<file path="config.mk">
export PLATFORM = sky130hd
export DESIGN_NAME = fcbt_group_feeder
export DESIGN_NICKNAME = d
export VERILOG_FILES = /design/src/rtl/fcbt_group_feeder.sv
export SDC_FILE = /design/constraint.sdc
export NUM_CORES = 1
export LEC_CHECK = 0
export ABC_AREA = 1
export CORE_ASPECT_RATIO = 0.5
export CORE_MARGIN = 2
export CORE_UTILIZATION = 40
export DETAILED_ROUTE_END_ITERATION = 10
export PLACE_DENSITY = 0.69
export SYNTH_ARGS = -nofsm -noshare
export SYNTH_HDL_FRONTEND = slang
export SYNTH_SLANG_ARGS = --single-unit
</file>
<file path="constraint.sdc">
create_clock -name clk -period 2.3 [get_ports clk]
set_input_delay 0.23 -clock clk [delete_from_list [all_inputs] [get_ports clk]]
set_output_delay 0.23 -clock clk [all_outputs]
set_load 0.05 [all_outputs]
</file>
<file path="src/rtl/fcbt_group_feeder.sv">
// fcbt_group_feeder: frames a raw element stream into groups for the FCBT accumulator.
//
// Group-length descriptors (desc_*) open a group; elements (data*) are then
// forwarded one per cycle through a single output register (in / valid_in /
// end_of_group) that honours the accumulator's ready. end_of_group marks the
// last element of each group. New groups are throttled so that no more than
// MAX_OUTSTANDING groups are in flight before their acc_valid_out results return.
//
// Ports:
//   clk, rst_n           clock, asynchronous active-low reset
//   desc_valid/ready/len group descriptor channel (legal len 1..MAX_GROUP_SIZE)
//   data_valid/ready/data element channel
//   in, valid_in,        element towards the accumulator; transfer when
//   end_of_group, ready  valid_in && ready
//   acc_valid_out        accumulator result strobe, one per group
//   outstanding          groups issued but not yet answered
//   groups_sent          groups whose last element transferred (wraps)
//   len_err              one-cycle pulse when an illegal descriptor is dropped
module fcbt_group_feeder #(
    parameter int unsigned WIDTH           = 32,
    parameter int unsigned MAX_GROUP_SIZE  = 128,
    parameter int unsigned MAX_OUTSTANDING = 4,
    parameter int unsigned LEN_W           = $clog2(MAX_GROUP_SIZE + 1),
    parameter int unsigned OUT_W           = $clog2(MAX_OUTSTANDING + 1)
) (
    input  logic             clk,
    input  logic             rst_n,
    input  logic             desc_valid,
    output logic             desc_ready,
    input  logic [LEN_W-1:0] desc_len,
    input  logic             data_valid,
    output logic             data_ready,
    input  logic [WIDTH-1:0] data,
    output logic [WIDTH-1:0] in,
    output logic             valid_in,
    output logic             end_of_group,
    input  logic             ready,
    input  logic             acc_valid_out,
    output logic [OUT_W-1:0] outstanding,
    output logic [31:0]      groups_sent,
    output logic             len_err
);

    typedef enum logic [0:0] {StIdle, StStream} state_e;

    state_e             state_q, state_d;
    logic [LEN_W-1:0]   remaining_q, remaining_d;
    logic [WIDTH-1:0]   in_q, in_d;
    logic               valid_q, valid_d;
    logic               eog_q, eog_d;
    logic [OUT_W-1:0]   outstanding_q, outstanding_d;
    logic [31:0]        groups_sent_q, groups_sent_d;
    logic               len_err_q, len_err_d;

    logic               len_ok;
    logic               xfer;
    logic               inc;

    assign len_ok = (desc_len != '0) && (desc_len <= LEN_W'(MAX_GROUP_SIZE));
    assign xfer   = valid_q && ready;

    always_comb begin
        state_d       = state_q;
        remaining_d   = remaining_q;
        in_d          = in_q;
        valid_d       = valid_q;
        eog_d         = eog_q;
        groups_sent_d = groups_sent_q;
        outstanding_d = outstanding_q;
        len_err_d     = 1'b0;
        desc_ready    = 1'b0;
        data_ready    = 1'b0;
        inc           = 1'b0;

        if (xfer && eog_q) begin
            groups_sent_d = groups_sent_q + 32'd1;
        end
        // Drain the output register; a same-cycle load below overrides this.
        if (xfer) begin
            valid_d = 1'b0;
            eog_d   = 1'b0;
        end

        unique case (state_q)
            StIdle: begin
                // Gated by rst_n so the handshake is quiet while reset is held.
                desc_ready = rst_n && (outstanding_q < OUT_W'(MAX_OUTSTANDING));
                if (desc_valid && desc_ready) begin
                    if (len_ok) begin
                        remaining_d = desc_len;
                        inc         = 1'b1;
                        state_d     = StStream;
                    end else begin
                        len_err_d = 1'b1;
                    end
                end
            end
            StStream: begin
                data_ready = !valid_q || ready;
                if (data_valid && data_ready) begin
                    in_d        = data;
                    valid_d     = 1'b1;
                    eog_d       = (remaining_q == LEN_W'(1));
                    remaining_d = remaining_q - LEN_W'(1);
                    if (remaining_q == LEN_W'(1)) begin
                        state_d = StIdle;
                    end
                end
            end
            default: state_d = StIdle;
        endcase

        // Simultaneous issue and result leave the count unchanged; saturate at zero.
        if (inc && !acc_valid_out) begin
            outstanding_d = outstanding_q + OUT_W'(1);
        end else if (!inc && acc_valid_out && (outstanding_q != '0)) begin
            outstanding_d = outstanding_q - OUT_W'(1);
        end
    end

    always_ff @(posedge clk or negedge rst_n) begin
        if (!rst_n) begin
            state_q       <= StIdle;
            remaining_q   <= '0;
            in_q          <= '0;
            valid_q       <= 1'b0;
            eog_q         <= 1'b0;
            outstanding_q <= '0;
            groups_sent_q <= '0;
            len_err_q     <= 1'b0;
        end else begin
            state_q       <= state_d;
            remaining_q   <= remaining_d;
            in_q          <= in_d;
            valid_q       <= valid_d;
            eog_q         <= eog_d;
            outstanding_q <= outstanding_d;
            groups_sent_q <= groups_sent_d;
            len_err_q     <= len_err_d;
        end
    end

    assign in           = in_q;
    assign valid_in     = valid_q;
    assign end_of_group = eog_q;
    assign outstanding  = outstanding_q;
    assign groups_sent  = groups_sent_q;
    assign len_err      = len_err_q;

endmodule

</file>
==> flow_metrics.tcl, run 1 <==
set metrics [dict create \
    use_met2 0.310 \
    ant_nets 0 \
    gp_congestion 0.820 \
    drc 0 \
    rows 26 \
    hold_path.class "input pin to async pin" \
    cts_tree "built" \
    htree_levels 3 \
    power.leakage_nw 2.72 \
    die-area_sq_mm 0.0114 \
    drive_gt1_frac 0.105 \
    seq_area_frac_synth 0.468 \
    max_stage_delay_ps 430 \
    post-cts-setup-buffers 0 \
    wl_mm 9.99 \
    initial_core_util 0.412 \
    fin_tns_setup_ps 0 \
    syn_inst 488 \
    rr_worst_depth 9 \
    syn_avg_cell_area_sq_um 8.65 \
    crit_type "flop to flop" \
    maxCapViolCount 0 \
    drv_slew 0 \
    vias_per_cell 4.68 \
    cts.clk_slew.worst_paths_ps 50 \
    crit_path_cell_trace "inv_1 -> nand2_1 -> nor3_1 -> nand4_1 -> fa_1 -> inv_1 -> nand3_1 -> nand3_1 -> nand2_1" \
    ios 118 \
    synth_area_sq_mm 0.00422 \
    min_period_ps 1910 \
    cp.required_ps 2520 \
    area_growth_pct 38.5 \
    cts_hold_buf 0 \
    antenna_found_initial 0 \
    ys_warn_count 0 \
    grtUsageMet3 0.0425 \
    overflow 0 \
    period_share 0.830 \
    nNetsFinal 664 \
    grt_pass1_wl_mm 17.3 \
    synth.distinct_cells 29 \
    crit_slowest_cell "fa_1" \
    final.setup_skew_ps 6.68 \
    maxSlewHeadroom 0.328 \
    cp_max_fo 3 \
    final_area_sq_mm 0.00584 \
    cts_root_buf "clkbuf_16" \
    grt_setup_unrepaired "false" \
    synth_area_leaders "dfrtp_1 47%, nand2_1 13%, mux2_4 10%, inv_1 4.6%, nor2_1 4.5%" \
    power_density_mw_per_mm2 1190 \
    clock.fmax_mhz 524 \
    whs_ps 154 \
    synth_top_area_cell "dfrtp_1" \
    synth_seq_cells 79 \
    grt_usage 0.187 \
    final_common_cell "nand2_1" \
    dpl-instance-area_sq_mm 0.00557 \
    layout_common_cells "151 x nand2_1, 114 x clkdlybuf4s50_1, 79 x dfrtp_1" \
    numCtsBuffers 9 \
    path_depth 9 \
    synth_top_area_frac 0.468 \
    start_kind "flop" \
    core-area_sq_mm 0.0102 \
    top_usage_layer "met2" \
    io_buffer_count 117 \
    met1_usage 0.248 \
    grt_pass1_vias 3537 \
    die_w_um 149 \
    grt_max_degree 80 \
    path_buf_inv 2 \
    cts.repair.resized 0 \
    dp_slack_ps 106 \
    diodes 0 \
    wl_per_cell_um 13.2 \
    drt-initial-drc-count 153 \
    synth_nets 538 \
    status "finished, final reports clean" \
    worstSkewPairLatency_ps 330 \
    clkSinkCount 79 \
    critPathTopFamily "simple AND/OR/NAND/NOR gates" \
    place_hpwl_mm 7.42 \
    endpoint_kind "flop" \
    setup_viol 0 \
    totalPowerFinal_mw 6.95 \
    fp.dieH_um 76.6 \
    clock_path_buffers 2 \
    first_pass_iters 4 \
    worstMarginPinSlew_ps 1010 \
    vias 3550 \
    cp_data_arrival_time_ps 2130 \
    irDropWorstVdd_mv 0.805 \
    setup_ws_ps 391 \
    hold_viol 0 \
]
cell usage after synthesis:
cell and number:
dfrtp_1 79, nor2_2 3, nand3_4 1, nand2_4 1
mux2_2 4, nand2_2 2, xnor2_1 5, inv_1 52
nor2_1 51, mux2_4 28, a21oi_4 1, buf_2 1
inv_2 1, buf_6 3, nand3b_1 7, nor4_1 1
xor2_1 16, ha_1 3, clkbuf_1 2, fa_1 1
nand4_1 7, o21ai_0 20, nor3_1 19, nor2_4 1
a21oi_1 1, buf_4 1, nand3_2 1, nand2_1 151
nand3_1 25
kinds of logic after synthesis:
| logic type | after synthesis | synth area share |
|---|---|---|
| adders and majority gates | 4 | 0.0136 |
| muxes | 32 | 0.110 |
| buffers and inverters | 60 | 0.0599 |
| xor gates and xnor gates | 21 | 0.0436 |
| AOI/OAI and AO/OA | 22 | 0.0288 |
| and+or+nand+nor | 270 | 0.275 |
| DFF | 79 | 0.468 |
layer usage:
metal  up-vias  wire length [um]  share of wire
li1       1800                 -              -
met1      1665              4760           0.48
met2        74              4770           0.48
met3        11               367          0.037
met4         0                98         0.0098
met5         -                 0              0
per-stage QoR:
step	utilization	instances
final	0.570	758
after floorplan	-	488
after detailed placement	0.543	743
after global placement	0.543	743
after global routing	0.570	758
after CTS	0.570	758
state kept, by name, summed over array words and instances (netlist names):
signal / flops
groups_sent: 32
valid_in: 1
outstanding: 3
len_err: 1
remaining_q: 8
in: 32
end_of_group: 1
state_q: 1
final cells by class:
class | count | area, sq um
Clock buffer | 12 | 256
Inverter | 53 | 199
Timing Repair Buffer | 122 | 1230
Tap cell | 140 | 175
Clock inverter | 3 | 18.8
Multi-Input combinational cell | 349 | 1990
Sequential cell | 79 | 1980
Fill cell | 956 | 4400
path summary, 6_finish.rpt:
path / start / end / slack (ps)
worst max-delay path: outstanding[2] / outstanding[2] / 390
worst min-delay path: rst_n / remaining_q[3] / 150
worst max register to register: outstanding[2] / outstanding[2] / 390
worst min register to register: groups_sent[13] / groups_sent[13] / 500
max in group asynchronous: rst_n / in[25] / 1470
min in group clk: rst_n / len_err / 210
where the power goes:
part / switching [mW] / total, mW / leakage, nW / internal (mW)
combinational: 2.13 / 3.50 / 1.61 / 1.36
clock: 0.542 / 1.32 / 0.138 / 0.782
sequential: 0.314 / 2.13 / 0.980 / 1.82
total: 2.99 / 6.95 / 2.72 / 3.96
worst register-to-register path: stages (launching register included):
cell and delay [ps]:
dfrtp_1 410, inv_1 110, nand2_1 90, nor3_1 250
nand4_1 190, fa_1 430, inv_1 90, nand3_1 90
nand3_1 100, nand2_1 50
No activity file was read; power rests on OpenSTA's default activity.
==> run 2: changes to the inputs <==
Clock period 2.3 ns to 1.9 ns, I/O delays scaled along.
==> run 2 against run 1 <==
Against the previous run: the run now ends with hold timing left; final cell count grew 1.5%; count of clock-buffer cells in the layout is 3 lower; hold slack lost 190 ps; clock power grew 41%; sequential share of layout area decreased by 0.83 points; sequential power is 22% higher; worst setup slack lost 340 ps; die area is the same; sequential cell count unchanged; combinational power increased by 24%; routed wire length rose by 2.0%.
==> flow_metrics.tcl, run 2 (same netlist as run 1, synthesis figures left out) <==
set metrics [dict create \
    clock_path_buffers 2 \
    rows 26 \
    power.leakage_nw 2.81 \
    hold_path.class "input pin to async pin" \
    grt_pass1_vias 3634 \
    cp_data_arrival_time_ps 1650 \
    worstMarginPinSlew_ps 602 \
    totalPowerFinal_mw 8.78 \
    fp.dieH_um 76.6 \
    drt-initial-drc-count 201 \
    status "complete, but fails checks" \
    grt_pass1_wl_mm 17.8 \
    start_kind "flop" \
    clkSinkCount 79 \
    power_density_mw_per_mm2 1460 \
    die-area_sq_mm 0.0114 \
    seq_power_share 0.295 \
    first_pass_iters 5 \
    final.setup_skew_ps 7.88 \
    period_share 0.970 \
    swShare 0.421 \
    switching_power_mw 3.70 \
    cts_hold_buf 0 \
    met1_usage 0.264 \
    cp.required_ps 1710 \
    whs_ps -38.6 \
    diodes 0 \
    violations "hold timing" \
    place_hpwl_mm 7.54 \
    drc 0 \
    io_buffer_count 117 \
    numCtsBuffers 9 \
    clkPwrFrac 0.212 \
    cp_max_fo 6 \
    drive_gt1_frac 0.132 \
    crit_slowest_cell "clkdlybuf4s50_1" \
    worstSkewPairLatency_ps 330 \
    overflow 0 \
    setup_ws_ps 56.2 \
    p_comb_frac 0.493 \
    grt_max_degree 48 \
    nNetsFinal 674 \
    dp_slack_ps -240 \
    initial_core_util 0.412 \
    critPathTopFamily "buffers and inverters" \
    p_int_mw 5.08 \
    cts.clk_slew.worst_paths_ps 60 \
    wl_mm 10.2 \
    clock.fmax_mhz 542 \
    grt_setup_unrepaired "true" \
    irDropWorstVdd_mv 0.860 \
    htree_levels 3 \
    grtUsageMet3 0.0425 \
    cts_root_buf "clkbuf_16" \
    min_period_ps 1840 \
    gp_congestion 0.851 \
    ant_nets 0 \
    layout_common_cells "151 x nand2_1, 112 x clkdlybuf4s50_1, 76 x dfrtp_1" \
    use_met2 0.314 \
    crit_path_cell_trace "clkdlybuf4s50_1" \
    vias_per_cell 4.68 \
    hold_viol 46 \
    core-area_sq_mm 0.0102 \
    max_stage_delay_ps 860 \
    maxCapViolCount 0 \
    vias 3602 \
    crit_type "flop to output port" \
    ios 118 \
    cts_tree "built" \
    setup_viol 0 \
    endpoint_kind "output port" \
    grt_usage 0.195 \
    die_w_um 149 \
    area_growth_pct 42.2 \
    top_usage_layer "met2" \
    path_buf_inv 1 \
    drv_slew 0 \
    maxSlewHeadroom 0.599 \
    final_common_cell "nand2_1" \
    antenna_found_initial 0 \
    wl_per_cell_um 13.2 \
]
==> run 2: changes by cell type in the layout (fill, tap and decap cells not counted), moves of 2 or more <==
cell             before  now
bufinv_16             0    2
clkdlybuf4s50_1     114  112
buf_12                2    4
dfrtp_2               0    3
clkinvlp_4            0    2
clkbuf_8              2    0
buf_4                 6   15
dfrtp_1              79   76
==> run 2: worst reg2reg max path, stage by stage (launching register included) <==
cell and delay, ps:
dfrtp_2 410, ha_1 210, nand3_1 110, nor3_1 230
nand3_1 200, nor2_2 230, nand2_1 100, xor2_1 150
==> run 2: layout make-up <==
cell class	instances	area, sq um
tap	140	175
multi-input combinational	349	2000
sequential	79	1980
fill	938	4250
clock inverter	7	97.6
inverter	53	199
clock buffer	9	225
timing repair buffer	132	1330
==> run 2: repair_timing <==
item                                    CTS  global route
resized for setup                         0             2
buffers inserted                          0             1
endpoints found under the setup margin    0             2
==> run 2: routing by layer <==
layer / vias up / share of wire / wire (um)
li1: 1823 / - / -
met1: 1686 / 0.46 / 4680
met2: 76 / 0.48 / 4920
met3: 17 / 0.040 / 410
met4: 0 / 0.017 / 174
met5: - / 0 / 0
==> run 2: worst paths after layout <==
kind | cells past startpoint | start | slack, ps | endpoint
max | 1 | groups_sent[2] | 60 | groups_sent[2]
min | 2 | rst_n | -40 | remaining_q[3]
max reg2reg | 7 | groups_sent[0] | 140 | groups_sent[20]
min reg2reg | 1 | groups_sent[13] | 490 | groups_sent[13]
max in group asynchronous | 3 | rst_n | 1030 | groups_sent[0]
min in group clk | 3 | rst_n | 190 | len_err
==> run 2: power groups by stage <==
stage,registers (mW),clock network (mW),logic [mW]
6_report,2.59,1.86,4.33
4_1_cts,2.59,1.91,4.37
2_1_floorplan,4.06,0,1.45
3_5_place_dp,2.60,0,4.35
5_1_grt,2.67,2.00,4.61
3_3_place_gp,2.60,0,4.31
==> run 2: per-stage QoR <==
step | cell area, sq um | setup TNS [ps] | std cells | utilization
after global placement | 5670 | -184 | 752 | 0.553
final | 6000 | 0 | 769 | 0.586
after global routing | 6000 | -11.5 | 769 | 0.586
after detailed placement | 5670 | -308 | 752 | 0.553
after CTS | 5990 | 0 | 768 | 0.584
after floorplan | 4230 | 0 | 488 | -
==> run 3: changes to the inputs <==
Settings changed: SLEW_MARGIN set to 20.
==> results of run 3 <==
Final layout, timing and power as in run 2 (identical DEF).
